--- config.mk ---
export PLATFORM = sky130hd
export DESIGN_NAME = vga_pattern_ctrl
export DESIGN_NICKNAME = d
export VERILOG_FILES = /design/src/rtl/vga_pattern_ctrl.sv
export SDC_FILE = /design/constraint.sdc
export NUM_CORES = 1
export LEC_CHECK = 0
export BUFFER_PORTS_ARGS = -buffer_cell sky130_fd_sc_hd__buf_2
export CORE_AREA = 2 2 77 79
export DETAILED_ROUTE_END_ITERATION = 10
export DIE_AREA = 0 0 79 81
export PLACE_DENSITY_LB_ADDON = 0.1
export SYNTH_ARGS = -nofsm -noshare
export SYNTH_HDL_FRONTEND = slang
export SYNTH_SLANG_ARGS = --single-unit
--- constraint.sdc ---
create_clock -name clk_control -period 1.7 [get_ports clk_control]
set_input_delay 0 -clock clk_control [delete_from_list [all_inputs] [get_ports clk_control]]
set_output_delay 0 -clock clk_control [all_outputs]
set_load 0.01 [all_outputs]
--- src/rtl/vga_pattern_ctrl.sv ---
`timescale 1ns/1ps
// vga_pattern_ctrl
// Frame-synchronous test-pattern generator for the 800x600 SVGA path.
// Cycles through four patterns (BARS, CHECKER, BORDER, SOLID), advancing
// every FRAMES_PER_PATTERN frames when auto_en is high or on a manual
// next_req. Pattern changes only take effect on the last visible pixel of a
// frame, so no frame ever shows two patterns.
//
// Ports:
//   clk_control  pixel clock, rising edge
//   rst_n        asynchronous active-low reset
//   isReady      x/y address a visible pixel
//   x, y         visible column/row from the sync generator
//   auto_en      enables frame-count auto-advance (level)
//   next_req     one-cycle manual advance request
//   red_sig, green_sig, blue_sig  registered 1-bit colour outputs
//   pattern_id   current pattern (0 BARS, 1 CHECKER, 2 BORDER, 3 SOLID)
//   frame_tick   one-cycle pulse after the last visible pixel of a frame
module vga_pattern_ctrl #(
  parameter int H_ACTIVE           = 800,
  parameter int V_ACTIVE           = 600,
  parameter int FRAMES_PER_PATTERN = 60,
  parameter int CHECK_SHIFT        = 5
) (
  input  logic        clk_control,
  input  logic        rst_n,
  input  logic        isReady,
  input  logic [10:0] x,
  input  logic [10:0] y,
  input  logic        auto_en,
  input  logic        next_req,
  output logic        red_sig,
  output logic        green_sig,
  output logic        blue_sig,
  output logic [1:0]  pattern_id,
  output logic        frame_tick
);

  typedef enum logic [1:0] {
    BARS    = 2'd0,
    CHECKER = 2'd1,
    BORDER  = 2'd2,
    SOLID   = 2'd3
  } pattern_t;

  localparam logic [10:0] X_LAST   = 11'(H_ACTIVE - 1);
  localparam logic [10:0] Y_LAST   = 11'(V_ACTIVE - 1);
  localparam int          BAR_W    = H_ACTIVE / 8;
  localparam logic [7:0]  CNT_LAST = 8'(FRAMES_PER_PATTERN - 1);

  pattern_t   state;
  pattern_t   state_next;
  logic [7:0] frame_cnt;
  logic [7:0] frame_cnt_next;
  logic       pending;
  logic       pending_next;
  logic [2:0] solid_color;
  logic [2:0] solid_next;
  logic [2:0] bar_idx;
  logic [2:0] pixel_color;
  logic       frame_end;
  logic       advance;

  assign frame_end = isReady && (x == X_LAST) && (y == Y_LAST);

  // Any combination of pending, a coincident request and the auto count
  // produces a single advance.
  assign advance = frame_end &&
                   (pending || next_req || (auto_en && (frame_cnt == CNT_LAST)));

  always_ff @(posedge clk_control or negedge rst_n) begin
    if (!rst_n) begin
      state       <= BARS;
      frame_cnt   <= 8'd0;
      pending     <= 1'b0;
      solid_color <= 3'd1;
    end else begin
      state       <= state_next;
      frame_cnt   <= frame_cnt_next;
      pending     <= pending_next;
      solid_color <= solid_next;
    end
  end

  always_comb begin
    state_next     = state;
    frame_cnt_next = frame_cnt;
    pending_next   = pending;
    solid_next     = solid_color;
    if (next_req) begin
      pending_next = 1'b1;
    end
    if (advance) begin
      pending_next   = 1'b0;
      frame_cnt_next = 8'd0;
      case (state)
        BARS:    state_next = CHECKER;
        CHECKER: state_next = BORDER;
        BORDER: begin
          state_next = SOLID;
          // Colour cycles 1..7 and skips 0 so SOLID is never black.
          solid_next = (solid_color == 3'd7) ? 3'd1 : solid_color + 3'd1;
        end
        default: state_next = BARS;
      endcase
    end else if (frame_end) begin
      frame_cnt_next = auto_en ? frame_cnt + 8'd1 : 8'd0;
    end
  end

  // Bar index is the number of bar boundaries at or left of x; avoids a
  // divider.
  always_comb begin
    bar_idx = 3'd0;
    for (int i = 1; i < 8; i++) begin
      if (x >= 11'(i * BAR_W)) begin
        bar_idx = bar_idx + 3'd1;
      end
    end
  end

  always_comb begin
    pixel_color = 3'd0;
    case (state)
      BARS:    pixel_color = 3'd7 - bar_idx;
      CHECKER: pixel_color = (x[CHECK_SHIFT] ^ y[CHECK_SHIFT]) ? 3'd7 : 3'd0;
      BORDER:  pixel_color = ((x == 11'd0) || (x == X_LAST) ||
                              (y == 11'd0) || (y == Y_LAST)) ? 3'd7 : 3'd0;
      default: pixel_color = solid_color;
    endcase
  end

  always_ff @(posedge clk_control or negedge rst_n) begin
    if (!rst_n) begin
      red_sig    <= 1'b0;
      green_sig  <= 1'b0;
      blue_sig   <= 1'b0;
      frame_tick <= 1'b0;
    end else begin
      {red_sig, green_sig, blue_sig} <= isReady ? pixel_color : 3'd0;
      frame_tick                     <= frame_end;
    end
  end

  assign pattern_id = state;

endmodule
## Yosys cells after proc, flatten, opt, wreduce, memory -nomap -nowiden

Cells that the tools add are included.

- Bits of input ports: 27
- Word-level logic and storage cells: 64
- Bits in registers: 18

- Bitwise logic cells: 1
- Reduce and logical (&&, ||, !) cells: 15
- Mux-type cells: 18
- Add/subtract/negate cells: 9
- Magnitude comparators: 7
- Equality and inequality tests: 6

Operator list:

| kind | count |
|---|---|
| greater-or-equal comparator 11 x 9 -> 1 bit, second input constant | 3 |
| two-way mux 3 bit | 10 |
| two-way mux 8 bit | 3 |
| == test 11 x 10 -> 1 bit, second input constant | 2 |
| greater-or-equal comparator 11 x 10 -> 1 bit, second input constant | 2 |
| logical NOT 11 bit | 2 |
| adder 3 x 1 -> 3 bit, second input constant | 7 |
| greater-or-equal comparator 11 x 7 -> 1 bit, second input constant | 1 |
| greater-or-equal comparator 11 x 8 -> 1 bit, second input constant | 1 |
| case mux 3 bit (3 select lines) | 1 |
| adder 8 x 1 -> 8 bit, second input constant | 1 |
| == test 8 x 6 -> 1 bit, second input constant | 1 |
| case mux 2 bit (3 select lines) | 1 |
| logical OR 1 bit | 5 |
| logical AND 1 bit | 4 |
| nonzero test 2 bit | 2 |
| == test 3 bit, second input constant | 1 |
| two-way mux 1 bit | 3 |
| subtractor 3 bit, first input constant | 1 |
| == test 2 x 1 -> 1 bit, second input constant | 1 |
| == test 2 bit, second input constant | 1 |
| logical NOT 2 bit | 1 |
| AND reduction 2 bit | 1 |
| bitwise XOR 1 bit | 1 |

## Depth between registers and ports, before layout

- Depth after elaboration: 17
- Mapped depth: 20

## Worst setup path after synthesis

OpenSTA, ideal clock, no wires.

- Path type: input -> register
- From: input port x[4]
- To: register red_sig
- Cell stages on the path: 18
- Library setup time: 126 ps
- Path buffers: 2
- Data arrival time: 3799 ps
- Setup slack: -2225 ps
- Path through: clkbuf_1 o311ai_0 nor3b_1 ha_1 clkbuf_1 xnor2_1 ha_1 xor2_1 or3_1 a21oi_1 nor3_1 ha_1 nand3_1 o41ai_1 ha_1 nand2_1 xnor3_1 a221o_1

- Longest elaborated chain between the ends: 17
- Elaborated cells between the ends (all ways): 29
- Those cells by class: add/sub (7); order compare (7); eq/ne (1); mux (10); reduce/logical (4)

Ends and longest elaborated chain:

| item | line | RTL |
|---|---|---|
| start: declaration | 28 | `input logic [10:0] x,` |
| greater-or-equal comparator 11 x 7 -> 1 bit | 116 | `if (x >= 11'(i * BAR_W)) begin` |
| two-way mux 1 bit | 116 |  |
| adder 3 x 1 -> 3 bit | 117 | `bar_idx = bar_idx + 3'd1;` |
| two-way mux 3 bit | 116 |  |
| adder 3 x 1 -> 3 bit | 117 |  |
| two-way mux 3 bit | 116 |  |
| adder 3 x 1 -> 3 bit | 117 |  |
| two-way mux 3 bit | 116 |  |
| adder 3 x 1 -> 3 bit | 117 |  |
| two-way mux 3 bit | 116 |  |
| adder 3 x 1 -> 3 bit | 117 |  |
| two-way mux 3 bit | 116 |  |
| adder 3 x 1 -> 3 bit | 117 |  |
| two-way mux 3 bit | 116 |  |
| subtractor 3 bit | 125 | `BARS: pixel_color = 3'd7 - bar_idx;` |
| case mux 3 bit (3 select lines) * | 124 | `case (state)` |
| two-way mux 3 bit * | 140 | `{red_sig, green_sig, blue_sig} <= isReady ? pixel_color : 3'd0;` |
| end signal: assignment | 140 |  |
| end: declaration | 32 | `output logic red_sig,` |

Every way passes the cells marked *; elsewhere a longest branch is shown, timed or not.
A chain may end at the register's enable or synchronous reset.

## Worst setup path after layout

- From: input port x[9]
- To: register red_sig

Same word-level chain as after synthesis.

==> out/qor.csv <==
stage,metric,value,unit
yosys,synth_area_per_cell,8.542,um^2
yosys,yosys.area.top_type,dfrtp_1,
worst_setup_path,cpMostUsedCell,ha_1,
floorplanning,die_h,81,um
cts,cts_root_buf,clkbuf_8,
grt,grt_pass1_wl,7452,um
detailed_routing,avgViaCountPerCell,4.806,
timing,worst_pin_slew,424.2,ps
detailed_routing,drc_errors,0,
detailed_routing,wl_met2,2086,um
yosys,synth_area_leaders,"dfrtp_1 (26%), ha_1 (11%), nor2_1 (4.4%)",
worst_setup_path,crit_type,input pin to flip-flop,
placement,numPortBuffers,32,
final_layout,post-route-cell-area,2696,um^2
final_layout,area_growth,65.26,%
yosys,synth_most_common_cell,nor2_1,
final_layout,drive_gt1_share,49.49,%
status,violations,setup timing,
detailed_routing,drt_iter0_drc,92,
timing,period_share,193.6,%
yosys,ys_seq_area_share,27.68,%
timing,fin_worst_skew,1.673,ps
worst_setup_path,cp_num_buf_inv,2,
cts,worstSkewPairLatency,250,ps
pwr,power_frac_comb,33.2,%
timing,setup_viol,8,
worst_setup_path,crit_chain,"buf_6, or3_4, nor3b_4, inv_1, ha_2, a21o_1, ha_1, xor2_1, or3_1, a21oi_2, nor3_2, ha_1, nand3_2, o41ai_2, ha_1, nand2_1, xnor3_1, a221o_1",
job,cap_violations,0,
timing,finalCriticalPeriod,3292,ps
pwr,peakVddDrop,0.0003181,V
yosys,synth_warnings,0,
worst_setup_path,critPathMaxStageDelay,400,ps
placement,placed_cell_area,2359,um^2
yosys,synth_edf_count,0,
detailed_routing,drt_wl_total,4564,um
grt,overflow,0,
min_path,hp-class,input pin to flip-flop,
cts,cts_buffers,3,
floorplanning,die_w,79,um
worst_setup_path,startpoint_type,input pin,
grt,grt_use_total,14.35,%
detailed_routing,detail-route-antenna-nets,0,
cts,path_clk_slew,70,ps
detailed_routing,vias,1788,
detailed_routing,wl_met3,163,um
yosys,synth_top_area_share,26.07,%
grt,grt_max_degree,19,
worst_setup_path,required,1840,ps
grt,grt_pass1_vias,1658,
worst_setup_path,path_max_fanout,3,
min_path,holdCritStartpoint,next_req,
floorplanning,std_cell_rows,28,
worst_setup_path,crit_family,simple AND/OR/NAND/NOR gates,
yosys,yosys_register_bits,18,
worst_setup_path,r2r-start,frame_cnt[0]$_DFFE_PN0P_,
timing,max_freq,0.3038,GHz
final_layout,nNetsFinal,339,
placement,dp.cells,357,
floorplanning,start_util,28.75,%
pwr,p_per_area,431.8,nW/um^2
placement,post-dp-hpwl,3625,um
detailed_routing,wl_per_cell,12.27,um
timing,slew_viol_final,0,
final_layout,utilization,47.51,%
yosys,syn_nets,232,
status,status,"complete, but fails checks",
timing,slew_headroom,71.72,%
timing,hold_violations,0,
worst_setup_path,crit_slowest_cell,or3_4,
yosys,ys_types,56,
floorplanning,dieArea,6399,um^2
yosys,synthFlopType,dfrtp_1,
timing,rsz0062_at_grt,true,
cts,cts_buffer_depth,2,
cts,cts_tree,built,
final_layout,antenna_cells,0,
pwr,p_int,843.9,uW
worst_setup_path,crit_start,x[9],
detailed_routing,highest_layer,met3,
timing,setup-tns-final,-3713,ps
pwr,power.switching,320.5,uW
timing,fin_ws,-1592,ps
pwr,netSwitchingFraction,27.52,%
placement,post-place-ws,-1908,ps
final_layout,fin_cells,372,
detailed_routing,dr.pass1.iters,4,
grt,antenna_found_initial,0,
worst_setup_path,cp.arrival,3430,ps
yosys,syn_area,1632,um^2
yosys,synth_common_cells,"nor2_1 (19), dfrtp_1 (17), nand2_1 (17), ha_1 (14), o21ai_0 (12)",
pwr,p_clk_share,29.9,%
cts,cts.sinks,18,
yosys,async_flop_share,100.0,%
detailed_routing,drt-met1-wl,2314,um
placement,globalplace.congestion,0.7724,
floorplanning,io_pins,33,
pwr,p_leak,1.268,nW
worst_setup_path,cp-end-kind,flip-flop,
yosys,syn_inst,191,
floorplanning,core_area,5675,um^2
cts,cts_htree_levels,1,
pwr,seq_power_share,36.9,%
==> what timing repair did <==
action	4_1_cts	5_1_grt
gates resized for setup	14	26
pin swaps	7	7
endpoints found under the hold margin	17	0
setup endpoints to repair	11	13
cloned	0	0
buffers inserted	7	3
hold buffers	1	0
==> final timing paths <==
kind / cells after the start / slack (ps) / end
worst max-delay path: 18 / -1590 / red_sig$_DFF_PN0_
worst max register to register: 7 / -160 / solid_color[1]$_DFFE_PN0P_
worst min-delay path: 3 / 40 / pending$_DFFE_PN0P_
worst min register to register: 2 / 530 / solid_color[0]$_DFFE_PN1P_
min in group asynchronous: 2 / 210 / frame_cnt[0]$_DFFE_PN0P_
max in group asynchronous: 2 / 1160 / solid_color[0]$_DFFE_PN1P_
==> metal layers <==
layer  vias up  track usage (%)
met2        27            24.49
li1        931                -
met1       830            20.00
met5         -                0
met4         0           0.6897
met3         0            2.556
==> registers in the layout (all words and copies together), names as in the netlist <==
signal	flops
red_sig	1
frame_tick	1
pending	1
pattern_id	2
frame_cnt	8
green_sig	1
blue_sig	1
solid_color	3
==> power by group through the flow <==
| stage | clock network (mW) | registers [mW] | logic (mW) |
|---|---|---|---|
| after floorplan | 0 | 0.439 | 0.162 |
| after global placement | 0 | 0.438 | 0.331 |
| after detailed placement | 0 | 0.438 | 0.330 |
| after CTS | 0.360 | 0.430 | 0.345 |
| after global routing | 0.377 | 0.429 | 0.428 |
| final | 0.348 | 0.430 | 0.387 |
==> cells in the final DEF (no fill, tap or decap), types with 3 or more instances in the layout <==
cell type  netlist  layout
a21o_1           3       3
a21oi_1          8       5
a21oi_2          1       4
a221o_1          3       3
buf_2            1      30
buf_4            0      70
buf_6            1       5
clkbuf_8         0       4
dfrtp_1         17      17
ha_1            14      11
inv_1           11      10
nand2_1         17      16
nand3_1         10       8
nand4_1          3       3
nor2_1          19      17
nor3_1           9       6
nor3_2           0       3
o21ai_0         12       8
o21ai_1          0       4
or4_1            4       3
==> cell type report <==
| type | count | area (um^2) |
|---|---|---|
| fillers | 579 | 2979 |
| multi-input cells | 158 | 1313 |
| repair buffers | 106 | 742.0 |
| inverters | 11 | 41.29 |
| flip-flops and latches | 18 | 451.7 |
| well taps | 75 | 93.84 |
| clock buffers | 4 | 55.05 |
==> cell families (layout without fill, tap and decap cells) <==
family,Yosys count,count (layout),share of synthesized area [%]
simple gates,85,85,28.53
compound gates,49,49,21.55
flops,18,18,27.68
buf+inv,15,121,3.988
fa+ha+maj,14,14,10.74
xor+xnor,7,7,5.522
mux,3,3,1.994
==> stage by stage <==
| step | total power [mW] | hold WS [ps] |
|---|---|---|
| floorplan | 0.6003 | -295.6 |
| global placement | 0.7684 | -37.84 |
| detailed placement | 0.7680 | -37.56 |
| CTS | 1.135 | 7.055 |
| global route | 1.234 | 51.12 |
| finish | 1.164 | 41.33 |
==> worst register-to-register path, stage by stage, from the launching register on <==
cell	delay, ps
dfrtp_1	360
ha_2	180
nand2b_1	80
or4_4	460
o21a_4	230
nor2_4	90
nand2_2	80
mux2_2	270
Power figures use the tool's default switching activity.
